==> config.mk <==
export PLATFORM = sky130hd
export DESIGN_NAME = uart_tx_arbiter
export DESIGN_NICKNAME = d
export VERILOG_FILES = /design/src/rtl/uart_tx_arbiter_pkg.sv /design/src/rtl/uart_tx_arbiter_rr_priority_select.sv /design/src/rtl/uart_tx_arbiter.sv
export SDC_FILE = /design/constraint.sdc
export NUM_CORES = 1
export LEC_CHECK = 0
export BUFFER_PORTS_ARGS = -buffer_cell sky130_fd_sc_hd__buf_2
export CAP_MARGIN = 20
export CORE_ASPECT_RATIO = 1.5
export CORE_UTILIZATION = 50
export DETAILED_ROUTE_END_ITERATION = 12
export HOLD_SLACK_MARGIN = 0.03
export PLACE_DENSITY = 0.83
export REMOVE_ABC_BUFFERS = 1
export SYNTH_ARGS = -nofsm -noshare
export SYNTH_HDL_FRONTEND = slang
export SYNTH_HIERARCHICAL = 1
export SYNTH_SLANG_ARGS = --single-unit
==> constraint.sdc <==
create_clock -name clock -period 12.1 [get_ports clock]
set_input_delay 0 -clock clock [delete_from_list [all_inputs] [get_ports clock]]
set_output_delay 0 -clock clock [all_outputs]
set_load 0.01 [all_outputs]
==> src/rtl/uart_tx_arbiter_pkg.sv <==
// Shared UART definitions: line constants, arbiter state encoding and
// default sizing for the byte-source arbiter in front of the UART TX top.
package uart_tx_arbiter_pkg;

  localparam logic UartStartBit = 1'b0;
  localparam logic UartStopBit  = 1'b1;
  localparam int   UartStopBits = 1;

  localparam int DefNrOfRequesters = 4;
  localparam int DefNrOfDataBits   = 8;
  localparam int DefStartTimeout   = 16;

  typedef enum logic [1:0] {
    ArbIdle     = 2'd0,
    ArbLaunch   = 2'd1,
    ArbWaitBusy = 2'd2,
    ArbWaitDone = 2'd3
  } arb_state_e;

  // Index width for a one-of-n selection; never narrower than one bit.
  function automatic int idx_width(input int n);
    return (n > 1) ? $clog2(n) : 1;
  endfunction

endpackage

==> src/rtl/uart_tx_arbiter_rr_priority_select.sv <==
// Round-robin picker: first requester found scanning upward from the
// position after the last owner, wrapping at NrOfRequesters.
module rr_priority_select
  import uart_tx_arbiter_pkg::*;
#(
  parameter int NrOfRequesters = DefNrOfRequesters,
  localparam int IdxW = idx_width(NrOfRequesters)
) (
  input  logic [NrOfRequesters-1:0] request,
  input  logic [IdxW-1:0]           lastOwner,
  output logic [NrOfRequesters-1:0] pick,
  output logic [IdxW-1:0]           index
);

  // Scan the N candidates after lastOwner; the first hit wins.
  always_comb begin
    pick  = '0;
    index = '0;
    for (int k = 1; k <= NrOfRequesters; k++) begin
      int  cand;
      cand = int'(lastOwner) + k;
      if (cand >= NrOfRequesters) cand = cand - NrOfRequesters;
      if (pick == '0 && request[cand]) begin
        pick[cand] = 1'b1;
        index      = IdxW'(cand);
      end
    end
  end

endmodule

==> src/rtl/uart_tx_arbiter.sv <==
// Arbiter sharing one UART transmitter between several byte sources.
// Drives the existing TX top through txStart/txData/txDone.
//
//   state       | meaning
//   ------------+-------------------------------------------------------
//   ArbIdle     | no owner; arbitrate once a request is up and TX idle
//   ArbLaunch   | byte latched, issue the one-cycle txStart next
//   ArbWaitBusy | waiting for txDone to fall, bounded by StartTimeout
//   ArbWaitDone | byte on the line; on txDone high chain or release
module uart_tx_arbiter
  import uart_tx_arbiter_pkg::*;
#(
  parameter int NrOfRequesters = DefNrOfRequesters,
  parameter int NrOfDataBits   = DefNrOfDataBits,
  parameter int StartTimeout   = DefStartTimeout
) (
  input  logic                                   clock,
  input  logic                                   reset,
  input  logic [NrOfRequesters-1:0]              request,
  input  logic [NrOfRequesters*NrOfDataBits-1:0] dataIn,
  input  logic [NrOfRequesters-1:0]              lock,
  output logic [NrOfRequesters-1:0]              grant,
  output logic [NrOfRequesters-1:0]              accepted,
  output logic                                   txStart,
  output logic [NrOfDataBits-1:0]                txData,
  input  logic                                   txDone,
  output logic                                   timeoutError
);

  localparam int IdxW = idx_width(NrOfRequesters);
  localparam int CntW = $clog2(StartTimeout + 1);
  localparam logic [CntW-1:0] CntLast = CntW'(StartTimeout - 1);

  arb_state_e                state_q, state_d;
  logic [NrOfRequesters-1:0] grant_q, grant_d;
  logic [NrOfRequesters-1:0] accepted_q, accepted_d;
  logic [IdxW-1:0]           owner_q, owner_d;
  logic [IdxW-1:0]           last_owner_q, last_owner_d;
  logic [NrOfDataBits-1:0]   tx_data_q, tx_data_d;
  logic                      tx_start_q, tx_start_d;
  logic [CntW-1:0]           cnt_q, cnt_d;
  logic                      timeout_err_q, timeout_err_d;

  logic [NrOfRequesters-1:0] rr_pick;
  logic [IdxW-1:0]           rr_index;

  rr_priority_select #(
    .NrOfRequesters(NrOfRequesters)
  ) u_rr (
    .request  (request),
    .lastOwner(last_owner_q),
    .pick     (rr_pick),
    .index    (rr_index)
  );

  // Next-state and registered-output decode; every target defaults to hold
  // or to its idle pulse value.
  always_comb begin
    state_d       = state_q;
    grant_d       = grant_q;
    accepted_d    = '0;
    owner_d       = owner_q;
    last_owner_d  = last_owner_q;
    tx_data_d     = tx_data_q;
    tx_start_d    = 1'b0;
    cnt_d         = cnt_q;
    timeout_err_d = timeout_err_q;

    case (state_q)
      ArbIdle: begin
        if (|request && txDone) begin
          grant_d    = rr_pick;
          owner_d    = rr_index;
          tx_data_d  = dataIn[int'(rr_index)*NrOfDataBits +: NrOfDataBits];
          accepted_d = rr_pick;
          state_d    = ArbLaunch;
        end
      end
      ArbLaunch: begin
        tx_start_d = 1'b1;
        cnt_d      = '0;
        state_d    = ArbWaitBusy;
      end
      ArbWaitBusy: begin
        if (!txDone) begin
          state_d = ArbWaitDone;
        end else if (cnt_q == CntLast) begin
          // Transmitter never acknowledged; flag it and fall through so the
          // arbiter keeps serving other sources.
          timeout_err_d = 1'b1;
          state_d       = ArbWaitDone;
        end else begin
          cnt_d = cnt_q + CntW'(1);
        end
      end
      ArbWaitDone: begin
        if (txDone) begin
          if (lock[owner_q] && request[owner_q]) begin
            tx_data_d  = dataIn[int'(owner_q)*NrOfDataBits +: NrOfDataBits];
            accepted_d = grant_q;
            state_d    = ArbLaunch;
          end else begin
            grant_d      = '0;
            last_owner_d = owner_q;
            state_d      = ArbIdle;
          end
        end
      end
      default: state_d = ArbIdle;
    endcase
  end

  // State and output registers; reset abandons any byte in flight.
  always_ff @(posedge clock or posedge reset) begin
    if (reset) begin
      state_q       <= ArbIdle;
      grant_q       <= '0;
      accepted_q    <= '0;
      owner_q       <= '0;
      last_owner_q  <= IdxW'(NrOfRequesters - 1);
      tx_data_q     <= '0;
      tx_start_q    <= 1'b0;
      cnt_q         <= '0;
      timeout_err_q <= 1'b0;
    end else begin
      state_q       <= state_d;
      grant_q       <= grant_d;
      accepted_q    <= accepted_d;
      owner_q       <= owner_d;
      last_owner_q  <= last_owner_d;
      tx_data_q     <= tx_data_d;
      tx_start_q    <= tx_start_d;
      cnt_q         <= cnt_d;
      timeout_err_q <= timeout_err_d;
    end
  end

  assign grant        = grant_q;
  assign accepted     = accepted_q;
  assign txStart      = tx_start_q;
  assign txData       = tx_data_q;
  assign timeoutError = timeout_err_q;

endmodule
# After elaboration in Yosys (flattened, before gate mapping)
# Cells that the tools add are included.
totals:
  wordCells: 127
  out_inout_bits: 18
  input_bits: 43
  regBits: 29
classes:
  n_eq_ne: 10
  magnitude_cmp: 13
  bitwise_logic: 4
  reduce_logical: 23
  add_sub_neg: 9
  n_shift: 2
  muxes: 57
ops:
  columns: ["cell", "count"]
  rows:
  - ["$ge 32x1->1 const B", 4]
  - ["$ge 32x4->1 const B", 4]
  - ["$lt 32x4->1 const B", 4]
  - ["$mux 32", 4]
  - ["$sub 32x4->32 const B", 4]
  - ["$shiftx 32x6->8", 2]
  - ["$mux 4", 9]
  - ["$mux 8", 3]
  - ["$mux 1", 16]
  - ["$mux 2", 8]
  - ["$pmux 4 s2", 2]
  - ["$pmux 8 s2", 1]
  - ["$reduce_and 3->1", 5]
  - ["$bmux 1 s2", 6]
  - ["$logic_not 4->1", 3]
  - ["$or 4x4->4", 3]
  - ["$mux 5", 2]
  - ["$ne 2x2->1 const B", 5]
  - ["$pmux 5 s2", 1]
  - ["$logic_and 1x1->1", 9]
  - ["$demux 1 s2", 4]
  - ["$pmux 2 s4", 1]
  - ["$add 2x2->3 const B", 2]
  - ["$add 5x1->5 const B", 1]
  - ["13 further kinds", 15]

# Depth between registers and ports, before layout
# Gate-level depths: netlist of run 1.
depth:
  ltp_word: 20
  ltp_mapped: 15
  depth_no_buf: 11

# Hierarchy
# Netlist of run 1, hierarchy kept.
by_module_without_submodules:
  columns: ["module", "seq_area_each_um2", "area_each_um2", "instances", "cells_each"]
  rows:
  - ["uart_tx_arbiter", 728.2, 1591.5, 1, 127]
  - ["rr_priority_select", 0.0, 595.6, 1, 68]

# Worst setup path after synthesis of run 1
# Ideal clock, no wire load.
synth_path:
  path_type: "register to register"
  from: "reg last_owner_q[0]"
  to: "reg tx_data_q[0], in the netlist txData[0]"
  path_stages_with_launch: 16
  arrival_ps: 4403
  t_required_ps: 11975
  path_buffers: 4
  synth_period_minus_slack_ps: 4528
  setup_time_ps: 125
  slack_ps: 7572
  path_cell_list: "dfstp_2 -> buf_6 -> inv_1 -> ha_1 -> clkbuf_1 -> mux4_2 -> a21bo_1 -> buf_6 -> a211oi_2 -> a21oi_1 -> or3_1 -> buf_6 -> a22o_1 -> mux2i_2 -> mux4_2 -> mux2_2"
synth_via:
  elab_chain_cells: 20
  elab_cells_between_ends: 61
  cone_classes: "8 x add/sub; 10 x order compare; 1 x shift; 31 x mux; 2 x bitwise; 9 x reduce/logical"
synth_lines:
  columns: ["item", "line", "source"]
  rows:
  - ["start, declared", "uart_tx_arbiter.sv:38", "logic [IdxW-1:0] last_owner_q, last_owner_d;"]
  - ["start signal, assigned", "uart_tx_arbiter.sv:120", "last_owner_q <= IdxW'(NrOfRequesters - 1);"]
  - ["start signal, assigned", "uart_tx_arbiter.sv:130", "last_owner_q <= last_owner_d;"]
  - ["$add 2x1->3", "uart_tx_arbiter_rr_priority_select.sv:21", "cand = int'(lastOwner) + k;"]
  - ["$sub 32x4->32 or $ge 32x4->1 (tied branches)", "uart_tx_arbiter_rr_priority_select.sv:22", "if (cand >= NrOfRequesters) cand = cand - NrOfRequesters;"]
  - ["$mux 32", "uart_tx_arbiter_rr_priority_select.sv:22", null]
  - ["$ge 32x1->1 (implied by the code) or $lt 32x4->1 (tied branches)", "uart_tx_arbiter_rr_priority_select.sv:24", "pick[cand] = 1'b1;"]
  - ["$logic_and 1x1->1 (implied by the code)", "uart_tx_arbiter_rr_priority_select.sv:24", null]
  - ["$mux 1 (implied by the code)", "uart_tx_arbiter_rr_priority_select.sv:24", null]
  - ["$demux 1 s2", null, null]
  - ["$mux 4", "uart_tx_arbiter_rr_priority_select.sv:23", "if (pick == '0 && request[cand]) begin"]
  - ["[... 5 more ...]", null, null]
  - ["$mux 4", "uart_tx_arbiter_rr_priority_select.sv:23", null]
  - ["$logic_not 4->1", "uart_tx_arbiter_rr_priority_select.sv:23", null]
  - ["$logic_and 1x1->1", "uart_tx_arbiter_rr_priority_select.sv:23", null]
  - ["$mux 2 (*)", "uart_tx_arbiter_rr_priority_select.sv:23", null]
  - ["named net rr_index[0]", "uart_tx_arbiter.sv:45", "logic [IdxW-1:0] rr_index;"]
  - ["$shiftx 32x6->8 (*)", "uart_tx_arbiter.sv:74", "tx_data_d = dataIn[int'(rr_index)*NrOfDataBits +: NrOfDataBits];"]
  - ["$mux 8 (*)", "uart_tx_arbiter.sv:71", "if (|request && txDone) begin"]
  - ["$pmux 8 s2 (*)", "uart_tx_arbiter.sv:69", "case (state_q)"]
  - ["end signal, assigned", "uart_tx_arbiter.sv:131", "tx_data_q <= tx_data_d;"]
  - ["end, declared", "uart_tx_arbiter.sv:39", "logic [NrOfDataBits-1:0] tx_data_q, tx_data_d;"]
# Mark *: on every way through the listed nets, which the timed path passes. The rest lies on a longest branch. The select of a mux whose other input is x is not followed.
# A chain may end at the register's enable or synchronous reset.

# Final worst setup path of run 1
layout_path:
  from: "reg last_owner_q[0]"
  to: "reg tx_data_q[7], in the netlist txData[7]"
# The elaborated chain is that of the path after synthesis.

==> results.txt, run 1 <==
Io pins: 61
DR vias: 1854
CTS H-tree depth: 2
Post-Place Setup Slack: 7.23 ns
Initial antenna violation count: 0
TNS Setup: 0 ns
Crit path cell chain: inv_1 > ha_1 > mux4_2 > a21bo_1 > a211oi_2 > a21oi_1 > or3_1 > a22o_1 > mux2i_2 > mux4_2 > mux2_2
Largest net degree at the start of global routing: 30
Status: finished clean
Post-CTS sizing: 0
CP Launch Type: register
Area delta synth->final: 21.2%
WL final: 5130 um
Main synth FF type: dfrtp_1
Area contributors post-synth: dfrtp_1 31%, mux4_2 11%, ha_1 8.6%
Final Hold Viols: 0
Port bufs: 60
Antenna Nets Post-Route: 0
DR WL/cell: 16.8 um
Crit path max-delay cell type: dfstp_2
P_leak: 0.00126 uW
Most frequent cells in the layout: 60 x buf_2, 27 x dfrtp_1, 15 x ha_1
CP bufs+invs: 1
CTS tree: built
Fin crit share: 40.0%
CP Class: reg2reg
Worst vdd ir: 0.000206 V
Layout fillers: 347
Starting Density: 52.0%
Mapped Area: 2190 um^2
Post-synth top area share: 30.9%
Final setup viols: 0
Yosys cell types: 50
Placed Instances: 296
Remaining DRCs: 0
Share of layout cells above drive strength 1: 40.9%
Worst path most repeated cell: mux4_2
F_max: 207 MHz
Commonest non-fill, non-tap cell in the layout: buf_2
First-pass DRT Iterations: 4
Clock buffer depth: 2
Final slew viol count: 0
Slew at the pin closest to its max-slew limit: 0.881 ns
Via density: 6.08
Skew-Pair Late Insertion Delay: 0.29 ns
Power, Total: 807 uW
Worst clock skew: 0.00418 ns
Die X: 56 um
Die area: 4650 um^2
Initial DRC Count: 39
Design area: 2650 um^2
Vias in the first global route: 1843
Fin cells: 305
Post-synth top area cell: dfrtp_1
Max_cap viols: 0
Die H: 83 um
Sequential fraction of the synthesis area: 33.3%
Area after DPL: 2510 um^2
CP top delay family: multiplexers
Post-route minimum period: 4.84 ns
Synthesis Warnings: 6
Worst Hold Class: in2reg
FFs w/ async S/R, synth: 100%
All-Layer GR Usage: 23.4%
Rel. slew slack: 39.6%
CP Capture Type: register
Crit path largest cell delay: 0.71 ns
RePlAce Congestion: 0.913
Clk slew on worst S/H paths: 0.07 ns
Worst endpoint required time: 12.27 ns
Post-CTS Setup Bufs: 0
Final setup margin: 7.26 ns
ANT cells: 0
Number of flops mapped to enable cells by yosys: 0
WP data arrival: 5.01 ns
TritonCTS Sinks: 29
Core area: 4210 um^2
Power density cells: 304 nW/um^2
Num CTS Buffers: 5
Total global routing overflow: 0
Nets@finish: 316
First-pass GRT wire length: 8670 um
Syn Inst Count: 195
Average size of a mapped cell: 11.2 um^2
Synth Register Bits: 29
Hpwl dp: 4000 um
FP Rows: 29
CTS Root Cell: clkbuf_8
Max FO, Critical Path: 15
RSZ-0062 raised after global routing: false
## timing repair
item | in CTS | in global routing
endpoints found under the hold margin | 27 | 0
setup endpoints to repair | 0 | 0
hold buffers | 1 | 0
## routing by layer
layer / vias to the layer above / global-route usage, % / wire length [um]
met1: 908 / 26.6 / 1940
met3: 11 / 3.74 / 298
met4: 0 / 10.9 / 129
met2: 67 / 41.9 / 2760
met5: - / 0 / 0
li1: 868 / - / -
## per-stage QoR
| stage | utilization, % | hold slack (ns) |
|---|---|---|
| final | 63.0 | 0.0492 |
| after global routing | 63.0 | 0.0487 |
| after CTS | 63.0 | 0.0443 |
| after detailed placement | 59.6 | 0.105 |
| after global placement | 59.6 | 0.0885 |
| after floorplan | - | 0.0766 |
## cell type report
type / count / area, um^2 / share of cell area (%)
Clock inverter: 3 / 65.1 / 2.45
Clock buffer: 5 / 68.8 / 2.60
Tap cell: 46 / 57.6 / 2.17
Sequential cell: 29 / 728 / 27.5
Multi-Input combinational cell: 147 / 1370 / 51.5
Inverter: 13 / 48.8 / 1.84
Timing Repair Buffer: 62 / 318 / 12.0
## synthesized netlist by cell type (all sizes together), types with 4 or more instances
master and number:
dfrtp 27, ha 15, mux2 14, nand2 14, inv 13, mux4 12
o21ai 11, mux2i 8, a22oi 7, nor2 6, a21oi 5, a22o 5
nand2b 4, nand3 4
## logic make-up (layout without fill, tap and decap cells)
| kind of cell | count (synthesis) | in the layout | share of synthesized area, % |
|---|---|---|---|
| AOI/OAI and AO/OA | 50 | 50 | 18.3 |
| muxes | 34 | 34 | 23.6 |
| DFF | 29 | 29 | 33.3 |
| buffers and inverters | 19 | 83 | 4.29 |
| adders and majority gates | 15 | 15 | 8.58 |
| and+or+nand+nor | 48 | 48 | 12.0 |
## final timing paths
kind	from	to	slack, ns	depth (start not counted)
setup / recovery	last_owner_q[0]	txData[7]	7.26	11
hold / removal	txDone	timeoutError	0.05	2
setup reg to reg	last_owner_q[0]	txData[7]	7.26	11
hold reg to reg	timeoutError	timeoutError	0.47	1
max in group asynchronous	reset	last_owner_q[1]	11.46	4
min in group asynchronous	reset	txData[3]	0.33	4
## sequential cells by signal, summed over array words and instances (netlist names), 2 cells and up
register	count
cnt_q	5
grant	4
last_owner_q	2
state_q	2
owner_q	2
accepted	4
txData	8
## power breakdown
part	leakage (uW)	total, uW	switching (uW)	internal (uW)
sequential	0.000359	177	38.6	138
combinational	0.000830	509	260	250
clock	0.0000681	121	38.9	81.8
total	0.00126	807	337	470
(Power assumes the default switching activity.)
==> inputs of run 2 (changes only) <==
--- a/config.mk
+++ b/config.mk
@@ -5,13 +5,14 @@
 export SDC_FILE = /design/constraint.sdc
 export NUM_CORES = 1
 export LEC_CHECK = 0
+export ABC_AREA = 1
 export BUFFER_PORTS_ARGS = -buffer_cell sky130_fd_sc_hd__buf_2
 export CAP_MARGIN = 20
 export CORE_ASPECT_RATIO = 1.5
 export CORE_UTILIZATION = 50
 export DETAILED_ROUTE_END_ITERATION = 12
 export HOLD_SLACK_MARGIN = 0.03
-export PLACE_DENSITY = 0.83
+export PLACE_DENSITY = 0.81
 export REMOVE_ABC_BUFFERS = 1
 export SYNTH_ARGS = -nofsm -noshare
 export SYNTH_HDL_FRONTEND = slang
==> constraint.sdc (replaced) <==
create_clock -name clock -period 4.69 [get_ports clock]
set_input_delay 0 -clock clock [delete_from_list [all_inputs] [get_ports clock]]
set_output_delay 0 -clock clock [all_outputs]
set_load 0.01 [all_outputs]
==> run 2 against run 1 <==
Sequential share of layout area shrank 3.1 points. Area after synthesis grew 15%. Clock skew is essentially flat. Highest routed layer unchanged.
==> results.txt, run 2 <==
Placed Instances: 490
Commonest non-fill, non-tap cell in the layout: nand2_1
Vias in the first global route: 2187
Synth Register Bits: 29
Slew at the pin closest to its max-slew limit: 0.650 ns
F_max: 293 MHz
RSZ-0062 raised after global routing: false
Area contributors post-synth: dfrtp_1 27%, nand2_1 17%, nand3_1 14%
Mux cell area share after synthesis: 0.399%
Layout fillers: 473
Nets@finish: 491
WL final: 5730 um
FFs w/ async S/R, synth: 100%
Sequential fraction of the synthesis area: 29.0%
Largest net degree at the start of global routing: 30
Hold Crit Start: txDone
Post-Synth Adder-Cell Area: 7.48%
Final setup viols: 0
WP data arrival: 3.64 ns
Simple-gate share of the synthesized area: 43.5%
Worst path most repeated cell: nand2_1
Most frequent cell after synthesis: nand2_1
Worst Hold Class: in2reg
Initial DRC Count: 91
Largest family of logic cells by synthesized area: simple AND/OR/NAND/NOR gates
Via density: 5.00
Synth cell count leaders: 112 x nand2_1, 70 x nand3_1, 61 x inv_1, 27 x dfrtp_1, 15 x ha_1
Skew-Pair Late Insertion Delay: 0.28 ns
XOR/XNOR share of the synthesized area: 0.349%
Die H: 88.8 um
ANT cells: 0
Hpwl dp: 4510 um
Share of layout cells above drive strength 1: 24.7%
CP bufs+invs: 2
Routed met3 length: 129 um
Clk slew on worst S/H paths: 0.06 ns
Starting Density: 52.2%
Crit path largest cell delay: 0.66 ns
R2R cell count: 22
CTS Root Cell: clkbuf_8
Number of flops mapped to enable cells by yosys: 0
Most frequent cells in the layout: 112 x nand2_1, 70 x nand3_1, 61 x inv_1
Remaining DRCs: 0
Metal2 WL: 3140 um
Port bufs: 60
Crit path cell chain: inv_2 > ha_1 > inv_1 > nand3_2 > nand2_4 > a21oi_4 > nand3_1 > nand2_2 > nor2_4 > nand3_1 > nand2_2 > nor2_4 > nand2_2 > nand2_1 > nand2_1 > nand2_4 > nand2_4 > nand2_1 > nand3_1 > nand2_1 > nand3_1 > nand2_1
Clock buffer depth: 2
Post-CTS sizing: 0
Fin crit share: 72.8%
First-pass DRT Iterations: 5
CTS tree: built
RR Startpoint: last_owner_q[0]
Core area: 4810 um^2
RePlAce Congestion: 0.847
Die X: 59.8 um
Core Util, Final: 62.1%
DR WL/cell: 11.5 um
Post-synth top area share: 26.9%
Highest metal used: met4
Main synth FF type: dfrtp_1
Area delta synth->final: 19.1%
Final Hold Viols: 0
CTS H-tree depth: 2
Hold worst-path end: last_owner_q[0]
FP Rows: 31
All-Layer GR Usage: 23.1%
Io pins: 61
CP Launch Type: register
Synthesis Warnings: 6
Post-route minimum period: 3.41 ns
Final hold slack: 0.0742 ns
TNS Setup: 0 ns
Rel. slew slack: 56.7%
Num CTS Buffers: 5
Crit path max-delay cell type: dfstp_2
Worst endpoint required time: 4.91 ns
Worst hold stages: 3
Initial antenna violation count: 0
Syn Inst Count: 370
CP Capture Type: register
Antenna Nets Post-Route: 0
Max_cap viols: 0
Post-synth top area cell: dfrtp_1
Die area: 5310 um^2
Total global routing overflow: 0
Met1 wire length: 2360 um
Max FO, Critical Path: 17
Reg-to-reg slack, setup: 1.28 ns
Worst clock skew: 0.00431 ns
Max FFs per register: 8
DR vias: 2502
Fin cells: 500
Mapped Area: 2510 um^2
Critical R2R Capture: txData[2]
Average size of a mapped cell: 6.78 um^2
CP Class: reg2reg
TritonCTS Sinks: 29
Final slew viol count: 0
Synth Area in Compound Gates: 7.93%
Yosys cell types: 34
Status: finished clean
CP top delay family: simple AND/OR/NAND/NOR gates
First-pass GRT wire length: 9420 um
[run 2: routing by layer]
| layer | vias up | track usage [%] |
|---|---|---|
| met5 | - | 0 |
| met4 | 0 | 10.1 |
| met3 | 8 | 3.36 |
| met2 | 44 | 41.6 |
| met1 | 1151 | 26.3 |
| li1 | 1299 | - |
[run 2: worst max path at each step]
stage,start,endpoint,slack [ns],depth (start not counted)
4_1_cts,last_owner_q[0],txData[2],1.32,22
3_3_place_gp,last_owner_q[0],txData[2],1.39,22
3_5_place_dp,last_owner_q[0],txData[2],1.34,22
2_1_floorplan,last_owner_q[0],txData[0],1.74,22
6_report,last_owner_q[0],txData[2],1.28,22
5_1_grt,last_owner_q[0],txData[0],0.93,22
[run 2: worst min-delay path, delay by kind of cell]
kind	cells	cell delay (ns)
simple gates	2	0.18
buf+inv	1	0.18
[run 2: repair_timing]
item | in CTS | in global routing
buffers inserted | 0 | 0
hold buffers | 1 | 0
hold endpoints to repair | 27 | 0
[run 2: cells by family (layout without fill, tap and decap cells)]
logic type	Yosys count	after routing
AO/OA/AOI/OAI	29	29
XOR/XNOR	1	1
adder cells (fa/ha/maj)	15	15
buffers and inverters	70	134
flip-flops	29	29
multiplexers	1	1
AND/OR/NAND/NOR	225	225
[run 2: final cells by class]
cell class | count | area, um^2 | share of cell area, %
well taps | 66 | 82.6 | 2.76
clock inverters | 1 | 5.00 | 0.168
clock buffers | 7 | 96.3 | 3.23
repair buffers | 62 | 338 | 11.3
multi-input cells | 271 | 1500 | 50.1
flip-flops and latches | 29 | 728 | 24.4
inverters | 64 | 240 | 8.04
[run 2: per-stage QoR]
step / setup WS (ns) / area (um^2)
final: 1.28 / 2990
after global routing: 0.934 / 2990
after CTS: 1.32 / 2960
after detailed placement: 1.34 / 2850
after global placement: 1.39 / 2850
after floorplan: 1.74 / 2460
Power of run 2 is left out: the tool's default activity adds up to more than one toggle a clock period on the data nets, which glitch-free logic cannot reach.
==> inputs of run 3 (changes only) <==
--- a/config.mk
+++ b/config.mk
@@ -5,14 +5,14 @@
 export SDC_FILE = /design/constraint.sdc
 export NUM_CORES = 1
 export LEC_CHECK = 0
-export ABC_AREA = 1
+export ABC_AREA = 0
 export BUFFER_PORTS_ARGS = -buffer_cell sky130_fd_sc_hd__buf_2
 export CAP_MARGIN = 20
 export CORE_ASPECT_RATIO = 1.5
 export CORE_UTILIZATION = 50
 export DETAILED_ROUTE_END_ITERATION = 12
 export HOLD_SLACK_MARGIN = 0.03
-export PLACE_DENSITY = 0.81
+export PLACE_DENSITY = 0.83
 export REMOVE_ABC_BUFFERS = 1
 export SYNTH_ARGS = -nofsm -noshare
 export SYNTH_HDL_FRONTEND = slang
==> constraint.sdc (replaced) <==
create_clock -name clock -period 3.2 [get_ports clock]
set_input_delay 0 -clock clock [delete_from_list [all_inputs] [get_ports clock]]
set_output_delay 0 -clock clock [all_outputs]
set_load 0.01 [all_outputs]
==> run 3 against run 2 <==
The flow now finishes with violations (negative setup slack). Core utilization is 8.6 points higher. Die area decreased by 12%. Maximum frequency shrank 7.1%. Final area shrank 0.42%. Global-route usage is 1.3 points higher.
==> results.txt, run 3 (same netlist as run 1, synthesis figures left out) <==
Vias in the first global route: 2037
Worst endpoint required time: 3.36 ns
RR Startpoint: last_owner_q[0]
ANT cells: 0
All-Layer GR Usage: 24.4%
Die H: 83 um
Starting Density: 52.0%
TNS Setup: -3.73 ns
Crit path cell chain: inv_4 > ha_4 > or4_4 > a21boi_2 > buf_4 > o41ai_4 > or3_4 > a22o_1 > mux2i_2 > buf_12 > mux4_2 > mux2_2
CTS H-tree depth: 2
R2R cell count: 12
Die X: 56 um
Max FO, Critical Path: 8
RePlAce Congestion: 0.903
FP Rows: 29
CTS tree: built
Share of layout cells above drive strength 1: 51.4%
Final Hold Viols: 0
Crit path largest cell delay: 0.57 ns
F_max: 272 MHz
First-pass GRT wire length: 9030 um
Post-route minimum period: 3.67 ns
Slew at the pin closest to its max-slew limit: 0.516 ns
Hpwl dp: 4260 um
Fin crit share: 115%
CP bufs+invs: 3
Final setup viols: 8
Crit path max-delay cell type: dfstp_2
CP Launch Type: register
Die area: 4650 um^2
Core area: 4210 um^2
Skew-Pair Late Insertion Delay: 0.28 ns
DR WL/cell: 16.0 um
Fin cells: 338
RSZ-0062 raised after global routing: true
Status: finished, violations left
WP data arrival: 3.84 ns
Hold worst-path end: timeoutError
Antenna Nets Post-Route: 0
Remaining DRCs: 0
Worst hold stages: 2
Failing checks: negative setup slack
Reg-to-reg slack, setup: -0.47 ns
Nets@finish: 349
First-pass DRT Iterations: 4
Final slew viol count: 0
Worst Hold Class: in2reg
Rel. slew slack: 65.5%
Largest net degree at the start of global routing: 23
Power, Total: 3530 uW
Area delta synth->final: 36.0%
Io pins: 61
Total global routing overflow: 0
CP top delay family: multiplexers
Initial antenna violation count: 0
Power density cells: 1190 nW/um^2
Critical R2R Capture: txData[5]
Multi-input logic area: 1430 um^2
Max FFs per register: 8
Port bufs: 60
TritonCTS Sinks: 29
CP Class: reg2reg
Worst clock skew: 0.00500 ns
Initial DRC Count: 47
WL final: 5420 um
CTS Root Cell: clkbuf_8
DR vias: 1981
Max_cap viols: 0
CP Capture Type: register
P_leak: 0.00143 uW
Layout fillers: 311
Hold Crit Start: txDone
Clk slew on worst S/H paths: 0.06 ns
Commonest non-fill, non-tap cell in the layout: buf_2
Most frequent cells in the layout: 60 x buf_2, 30 x buf_4, 27 x dfrtp_1
Clock buffer depth: 2
Via density: 5.86
Final setup margin: -0.473 ns
Num CTS Buffers: 5
Reg area: 728 um^2
Worst vdd ir: 0.000861 V
Placed Instances: 325
-- run 3: cell types whose count changed in the layout (fill, tap and decap cells not counted), sizes merged, moves of 5 or more --
| cell | change |
|---|---|
| inv | -51 |
| mux2i | +7 |
| nand4 | -5 |
| mux2 | +14 |
| nand3 | -71 |
| mux4 | +12 |
| a22o | +5 |
| buf | +33 |
| nand2 | -114 |
| nor2 | -8 |
| a22oi | +7 |
-- run 3: how the worst max path moves through the flow --
stage	depth (start not counted)	slack (ns)	start	to
after floorplan	11	-1.18	last_owner_q[0]	txData[0]
after global placement	12	-0.46	last_owner_q[0]	txData[5]
after detailed placement	12	-0.54	last_owner_q[0]	txData[7]
after CTS	12	-0.43	last_owner_q[0]	txData[7]
after global routing	11	-0.59	last_owner_q[1]	txData[0]
final	12	-0.47	last_owner_q[0]	txData[5]
-- run 3: final cells by class --
| type | instances | area share [%] |
|---|---|---|
| clock inverter | 1 | 0.168 |
| clock buffer | 7 | 3.24 |
| sequential | 29 | 24.5 |
| timing repair buffer | 95 | 20.4 |
| multi-input combinational | 147 | 48.1 |
| inverter | 13 | 1.72 |
| tap | 46 | 1.94 |
-- run 3: stage by stage --
step	util [%]	area, um^2	setup slack (ns)	hold slack [ns]
global placement	64.9	2730	-0.460	0.323
global route	70.7	2970	-0.589	0.0888
finish	70.7	2970	-0.473	0.0713
detailed placement	65.5	2760	-0.538	-0.00744
CTS	69.5	2930	-0.433	0.0605
floorplan	-	2140	-1.18	0.0766
-- run 3: what timing repair did --
action,4_1_cts,5_1_grt
cloned,0,0
gates resized for setup,11,7
pin swaps,6,2
endpoints found under the hold margin,27,0
hold buffers,1,0
buffers inserted,1,3
setup endpoints to repair,8,8
-- run 3: routing by layer --
| layer | vias to the layer above | part of all wire (%) | global-route usage [%] | wire length (um) |
|---|---|---|---|---|
| met5 | - | 0 | 0 | 0 |
| met4 | 0 | 3.0 | 11.5 | 165 |
| li1 | 938 | - | - | - |
| met2 | 79 | 56 | 46.2 | 3030 |
| met3 | 17 | 5.3 | 4.67 | 286 |
| met1 | 947 | 36 | 24.7 | 1940 |
-- run 3: power by group --
group	internal (uW)	switching [uW]	total [uW]
Sequential	523	111	633
Combinational	1400	1160	2560
Clock	194	138	333
-- run 3: worst reg2reg max path, cell delays in order, from the launching register on --
cell and delay, ns:
dfstp_2 0.57, inv_4 0.06, ha_4 0.15, or4_4 0.52
a21boi_2 0.27, buf_4 0.18, o41ai_4 0.09, or3_4 0.34
a22o_1 0.26, mux2i_2 0.20, buf_12 0.17, mux4_2 0.49
mux2_2 0.27
